### config.mk
export PLATFORM = sky130hd
export DESIGN_NAME = load_store_unit
export DESIGN_NICKNAME = d
export VERILOG_FILES = /design/src/rtl/load_store_unit.sv
export SDC_FILE = /design/constraint.sdc
export NUM_CORES = 1
export LEC_CHECK = 0
export CAP_MARGIN = 30
export CORE_MARGIN = 4
export CORE_UTILIZATION = 35
export CTS_CLUSTER_DIAMETER = 150
export CTS_CLUSTER_SIZE = 25
export DETAILED_ROUTE_END_ITERATION = 12
export GPL_TIMING_DRIVEN = 1
export PLACE_DENSITY = 0.71
export SLEW_MARGIN = 25
export SYNTH_ARGS = -nofsm -noshare
export SYNTH_HDL_FRONTEND = slang
export SYNTH_SLANG_ARGS = --single-unit
### constraint.sdc
create_clock -name clk -period 2.5 [get_ports clk]
set_clock_uncertainty 0.2 [all_clocks]
set_input_delay 0.625 -clock clk [delete_from_list [all_inputs] [get_ports clk]]
set_output_delay 0.625 -clock clk [all_outputs]
set_load 0.01 [all_outputs]
### src/rtl/load_store_unit.sv
// Byte-serial RV32I load/store unit: one data-memory byte per ACCESS cycle, little-endian.
// Optional macro LSU_MISALIGN_TRAP_EN turns misaligned H/HU/W ops into error responses.
module load_store_unit #(
    parameter int ADDR_W = 5
) (
    input  logic              clk,
    input  logic              rst,
    input  logic              req_valid,
    output logic              req_ready,
    input  logic              req_we,
    input  logic [2:0]        req_funct3,
    input  logic [ADDR_W-1:0] req_addr,
    input  logic [31:0]       req_wdata,
    output logic              resp_valid,
    input  logic              resp_ready,
    output logic [31:0]       resp_rdata,
    output logic              resp_err,
    output logic [ADDR_W-1:0] mem_wr_addr,
    output logic [ADDR_W-1:0] mem_rd_addr,
    output logic [31:0]       mem_wr_data,
    output logic              mem_sw,
    input  logic [31:0]       mem_rd_data
);

    localparam logic [1:0] ST_IDLE   = 2'd0;
    localparam logic [1:0] ST_ACCESS = 2'd1;
    localparam logic [1:0] ST_RESP   = 2'd2;

    logic [1:0]        state;
    logic              op_we;
    logic [2:0]        op_funct3;
    logic [ADDR_W-1:0] op_addr;
    logic [31:0]       op_wdata;
    logic [1:0]        beat;
    logic [31:0]       load_data;
    logic [31:0]       resp_rdata_q;
    logic              resp_err_q;

    logic              op_legal;
    logic [1:0]        last_beat;
    logic [ADDR_W-1:0] beat_addr;
    logic [31:0]       load_next;
    logic [31:0]       load_ext;
    logic              unused_rd_bits;

    assign unused_rd_bits = ^mem_rd_data[31:8];

    always_comb begin
        case (req_funct3)
            3'b000, 3'b001, 3'b010: op_legal = 1'b1;
            3'b100, 3'b101:         op_legal = !req_we;
            default:                op_legal = 1'b0;
        endcase
`ifdef LSU_MISALIGN_TRAP_EN
        if (req_funct3[1:0] == 2'b01 && req_addr[0])
            op_legal = 1'b0;
        if (req_funct3[1:0] == 2'b10 && req_addr[1:0] != 2'b00)
            op_legal = 1'b0;
`endif
    end

    always_comb begin
        case (op_funct3[1:0])
            2'b00:   last_beat = 2'd0;
            2'b01:   last_beat = 2'd1;
            default: last_beat = 2'd3;
        endcase
    end

    // Address arithmetic wraps naturally at ADDR_W bits.
    assign beat_addr   = op_addr + ADDR_W'(beat);
    assign mem_wr_addr = beat_addr;
    assign mem_rd_addr = beat_addr;
    assign mem_wr_data = {24'h0, op_wdata[{beat, 3'b000} +: 8]};
    assign mem_sw      = (state == ST_ACCESS) && op_we;

    // Final byte is merged combinationally so the response is ready on the last beat's edge.
    always_comb begin
        load_next = load_data;
        load_next[{beat, 3'b000} +: 8] = mem_rd_data[7:0];
    end

    always_comb begin
        case (op_funct3)
            3'b000:  load_ext = {{24{load_next[7]}}, load_next[7:0]};
            3'b001:  load_ext = {{16{load_next[15]}}, load_next[15:0]};
            3'b100:  load_ext = {24'h0, load_next[7:0]};
            3'b101:  load_ext = {16'h0, load_next[15:0]};
            default: load_ext = load_next;
        endcase
    end

    always_ff @(posedge clk) begin
        if (rst) begin
            state        <= ST_IDLE;
            op_we        <= 1'b0;
            op_funct3    <= '0;
            op_addr      <= '0;
            op_wdata     <= '0;
            beat         <= '0;
            load_data    <= '0;
            resp_rdata_q <= '0;
            resp_err_q   <= 1'b0;
        end else begin
            case (state)
                ST_IDLE: begin
                    if (req_valid) begin
                        op_we     <= req_we;
                        op_funct3 <= req_funct3;
                        op_addr   <= req_addr;
                        op_wdata  <= req_wdata;
                        beat      <= '0;
                        load_data <= '0;
                        if (op_legal) begin
                            state <= ST_ACCESS;
                        end else begin
                            state        <= ST_RESP;
                            resp_err_q   <= 1'b1;
                            resp_rdata_q <= '0;
                        end
                    end
                end
                ST_ACCESS: begin
                    load_data <= load_next;
                    if (beat == last_beat) begin
                        state        <= ST_RESP;
                        beat         <= '0;
                        resp_err_q   <= 1'b0;
                        resp_rdata_q <= op_we ? 32'h0 : load_ext;
                    end else begin
                        beat <= beat + 2'd1;
                    end
                end
                ST_RESP: begin
                    if (resp_ready)
                        state <= ST_IDLE;
                end
                default: state <= ST_IDLE;
            endcase
        end
    end

    assign req_ready  = (state == ST_IDLE);
    assign resp_valid = (state == ST_RESP);
    assign resp_rdata = resp_rdata_q;
    assign resp_err   = resp_err_q;

endmodule

### Word-level counts from Yosys, hierarchy flattened

Cells that the tools add are included.

* shifts and indexed selects: 3
* equal/unequal tests: 15
* muxes and demuxes: 23
* add/subtract/negate cells: 3
* reductions and logical operators: 13

Operators by type and width (count)
* $mux 32: 5
* $pmux 32 s2: 2
* $pmux 32 s4: 1
* $bwmux 32: 1
* $shift 8x7->32 const A: 1
* $shiftx 32x6->8: 1
* $shiftx 8x7->32: 1
* $eq 3x3->1 const B: 4
* $mux 2: 6
* $pmux 2 s2: 2
* $neg 5->7: 1
* $eq 3x1->1 const B: 2
* $logic_not 3->1: 2
* $pmux 2 s3: 1
* $add 5x2->5: 1
* $eq 2x1->1 const B: 2
* $logic_not 2->1: 2
* $ne 2x1->1 const B: 2
* $ne 2x2->1 const B: 2
* $pmux 1 s2: 2
* $reduce_and 2->1: 2
* $reduce_and 4->1: 1
* $eq 3x2->1 const B: 1
* $mux 1: 3
* other kinds (9): 9

* output and inout bits: 78
* word-level logic and storage cells: 66
* flip-flop bits (word level): 110
* bits of input ports: 77

### Longest topological paths before layout

* word-level depth: 7
* mapped depth: 11
* gate-level depth less buffers: 7

### Worst setup path after synthesis

Ideal clock, no wire load.

* kind: register to register
* start point: register beat[0]
* end point: register resp_rdata_q[22], in the netlist resp_rdata[22]
* library setup time: 0.117 ns
* clock period less this slack: 2.610 ns
* cell stages (with the launch flop): 12
* data arrival time: 2.293 ns
* buffers on the path: 4
* setup slack: -0.110 ns
* required time: 2.183 ns
* path through: dfxtp_1 buf_4 clkinv_1 ha_1 and2_1 buf_6 a311oi_1 a21oi_1 and3_1 buf_6 buf_8 a22o_1

* word-level cells in the longest chain between the ends: 7
* elaborated cells between the ends (all ways): 11
* those cells by class: 1 x add/sub; 2 x eq/ne; 2 x shift; 5 x mux; 1 x reduce/logical

RTL lines
* start, declared: RTL line 34 `logic [1:0] beat;`
* start signal, assigned: RTL line 131 `beat <= beat + 2'd1;`
* $neg 5->7: RTL line 80 `load_next[{beat, 3'b000} +: 8] = mem_rd_data[7:0];`
* $shiftx 8x7->32 / $shift 8x7->32 (equally long branches): RTL line 80
* $bwmux 32: RTL line 80
* $pmux 32 s4: RTL line 84 `case (op_funct3)`
* $mux 32: RTL line 129 `resp_rdata_q <= op_we ? 32'h0 : load_ext;`
* $mux 32: RTL line 125 `if (beat == last_beat) begin`
* $pmux 32 s2: RTL line 105 `case (state)`
* end signal, assigned: RTL line 129
* end, declared: RTL line 36 `logic [31:0] resp_rdata_q;`

Parallel ways exist; a longest one is shown, timed or not. The select of a mux whose other input is x is not followed.
A chain may end at the register's enable or synchronous reset.

### Worst setup path in the final report

* start point: register beat[0]
* end point: output port mem_rd_addr[4]

* word-level cells in the longest chain between the ends: 1

RTL lines
* $add 5x2->5: RTL line 71 `assign beat_addr = op_addr + ADDR_W'(beat);`
* end, declared: RTL line 19 `output logic [ADDR_W-1:0] mem_rd_addr,`

No other way between the ends.

==> impl_metrics.py <==
metrics = {
    "timing": {
        "fin_tns_setup_ps": -22.18,
        "period_minus_slack_ps": 2509,
        "fin_crit_sh": 1.004,
        "setup_viol": 4,
        "worst_slack_ps": -9.360,
        "rsz0062_at_grt": "true",
        "slew_headroom": 0.6616,
        "max_freq_mhz": 398.5,
        "finalHoldViolations": 0,
        "drv_slew": 0,
        "worst_slew_pin_slew_ps": 507.7,
    },
    "global_route": {
        "grt_pass1_wl_um": 20750,
        "grt_util_met2": 0.2628,
        "grt_max_degree": 88,
        "top_usage_layer": "met2",
        "antenna_found_initial": 0,
        "met1_usage": 0.1899,
        "grt_pass1_vias": 4177,
        "gr-usage-met3": 0.05977,
        "overflow": 0,
        "track_usage": 0.1575,
    },
    "pwr": {
        "p_clk_frac": 0.373,
        "switching_share": 0.2644,
        "comb_power_share": 0.154,
        "power.density_nw_per_um2": 577.0,
        "ir_drop_v": 0.0003615,
        "power_switching_mw": 1.042,
        "p_leak_nw": 2.627,
        "p_int_mw": 2.900,
        "seqPwrFrac": 0.473,
    },
    "synth": {
        "ys_types": 46,
        "synth_edf_count": 0,
        "ys_seq_elements": 110,
        "synth_warnings": 0,
        "async_flop_share": 0,
        "ys_seq_area_frac": 0.4270,
        "ys.flop_type": "dfxtp_1",
        "syn_inst": 630,
        "syn_area_um2": 5157,
        "avgSynthCellArea_um2": 8.186,
    },
    "routing": {
        "wl_um": 13450,
        "drc": 0,
        "vias_per_cell": 4.826,
        "firstDrtPassIters": 4,
        "num_vias": 4454,
        "ant_nets": 0,
        "drt-initial-drc-count": 256,
        "avgRoutedWirePerCell_um": 14.57,
    },
    "outcome": {
        "violations": "setup timing",
        "status": "finished with violations",
    },
    "clock_network": {
        "clkSinkCount": 110,
        "cts_htree_levels": 3,
        "cts_inserted_buffers": 9,
        "ctsRootBufferMaster": "clkbuf_16",
        "cts_tree": "done",
        "clk_latency_ps": 360,
        "cts_hold_buf": 0,
        "clkTransAtPathRegs_ps": 70,
        "clockBufferDepth": 2,
    },
    "worst_hold_path": {
        "whs_path_depth": 2,
        "min_path_type": "reg -> reg",
    },
    "setup_path": {
        "r2r-end": "resp_rdata[30]",
        "critPathLaunch": "beat[0]",
        "crit_required_ps": 1670,
        "r2r_cells": 12,
        "reg2reg_slack_ps": 80,
        "start_kind": "flop",
        "end_kind": "primary output",
        "critPathKind": "reg -> out",
        "arrival_ps": 1680,
        "path_max_fanout": 2,
        "cp-endpoint": "mem_rd_addr[4]",
        "r2r_start": "beat[0]",
    },
    "floorplan": {
        "start_util": 0.3562,
        "core_um2": 14480,
        "num_rows": 44,
        "dieArea_um2": 16740,
        "die_h_um": 129.4,
        "dieWidth_um": 129.4,
        "io_pins": 155,
    },
    "placed_design": {
        "place_congestion": 0.8166,
        "dp_cells": 902,
        "place_ws_ps": -203.7,
        "dp_hpwl_um": 9340,
        "numPortBuffers": 106,
        "place_area_um2": 6424,
    },
    "layout": {
        "fin_nets": 819,
        "final_common_cell": "nand2_1",
        "antenna_cells": 0,
        "layout_common_cells": "115 x nand2_1, 107 x dfxtp_1, 87 x clkdlybuf4s50_1",
        "drive_gt1_frac": 0.1543,
        "area_delta_synth_final_pct": 32.48,
        "instances_no_fill": 923,
        "finalInstanceArea_um2": 6833,
    },
    "job": {
        "drv_cap": 0,
    },
}
==> flip-flops by register name, summed over array words and instances (netlist names) <==
name and flops:
op_we 1, op_funct3 3, resp_err 1, beat 2, state 2, load_data 32
op_addr 5, resp_rdata 32, op_wdata 32
==> how the worst min path moves through the flow <==
stage / slack [ps] / endpoint / from
floorplan: 230 / load_data[2] / load_data[2]
global placement: 240 / load_data[6] / load_data[6]
detailed placement: 240 / load_data[3] / load_data[3]
CTS: 250 / load_data[3] / load_data[3]
global route: 270 / op_wdata[18] / op_wdata[18]
finish: 250 / load_data[3] / load_data[3]
==> cells in the mapped netlist (2+ instances only) <==
cell	n	area (um2)
a211oi_1	3	22.52
a21oi_1	58	290.3
a22o_1	16	140.1
a31oi_1	37	231.5
and2_1	4	25.02
buf_1	6	22.52
buf_2	7	35.03
buf_4	30	225.2
buf_6	2	22.52
clkbuf_1	32	120.1
dfxtp_1	110	2202
ha_1	7	87.58
inv_1	12	45.04
mux2i_1	7	70.07
mux4_2	8	180.2
nand2_1	118	442.9
nand2b_1	3	18.77
nand3_1	15	75.07
nor2_1	66	247.7
nor2b_1	37	231.5
nor3_1	3	15.01
nor4bb_1	5	50.05
o21ai_0	13	65.06
o2bb2ai_1	8	70.07
xnor2_1	2	17.52
==> power by group through the flow <==
| stage | clock network, mW | logic (mW) | registers (mW) |
|---|---|---|---|
| floorplan | 0 | 0.355 | 1.90 |
| global placement | 0 | 0.607 | 1.90 |
| detailed placement | 0 | 0.611 | 1.90 |
| CTS | 1.51 | 0.606 | 1.86 |
| global route | 1.56 | 0.667 | 1.87 |
| finish | 1.47 | 0.606 | 1.86 |
==> routing by layer <==
metal,part of all wire,vias to the layer above
met5,0,-
met4,0.010,0
met3,0.088,9
met2,0.47,134
met1,0.43,2009
li1,-,2302
==> what timing repair did <==
action / in CTS / in global routing
pin swaps: 4 / 4
setup endpoints to repair: 16 / 54
cloned: 1 / 0
gates resized for setup: 77 / 18
endpoints found under the hold margin: 0 / 0
buffers inserted: 3 / 1
==> logic make-up after synthesis <==
| family | Yosys count | share of synthesized area |
|---|---|---|
| AND/OR/NAND/NOR | 254 | 0.2193 |
| flip-flops | 110 | 0.4270 |
| AO/OA/AOI/OAI | 147 | 0.1829 |
| adder cells (fa/ha/maj) | 8 | 0.02086 |
| buffers and inverters | 92 | 0.09558 |
| multiplexers | 15 | 0.04852 |
| XOR/XNOR | 3 | 0.005096 |
| other | 1 | 0.0007271 |
==> cell type report <==
| class | instances | area (um2) |
|---|---|---|
| flip-flops and latches | 110 | 2208 |
| clock buffers | 9 | 225.2 |
| repair buffers | 148 | 1384 |
| well taps | 184 | 230.2 |
| multi-input cells | 451 | 2653 |
| inverters | 14 | 53.80 |
| fillers | 1416 | 7646 |
| clock inverters | 7 | 78.83 |
==> metrics by stage <==
step	hold WS (ps)	total power, mW	utilization
floorplan	231.8	2.257	-
global placement	237.5	2.508	0.4437
detailed placement	241.9	2.514	0.4437
CTS	252.3	3.980	0.4664
global route	265.9	4.102	0.4719
finish	252.0	3.943	0.4719
==> worst max-delay path: stages (launching register included) <==
cell and delay [ps]:
dfxtp_4 360, ha_4 130, inv_2 30, fa_2 350, nor2_2 100, xor2_1 190, buf_2 160
(Power assumes the default switching activity.)
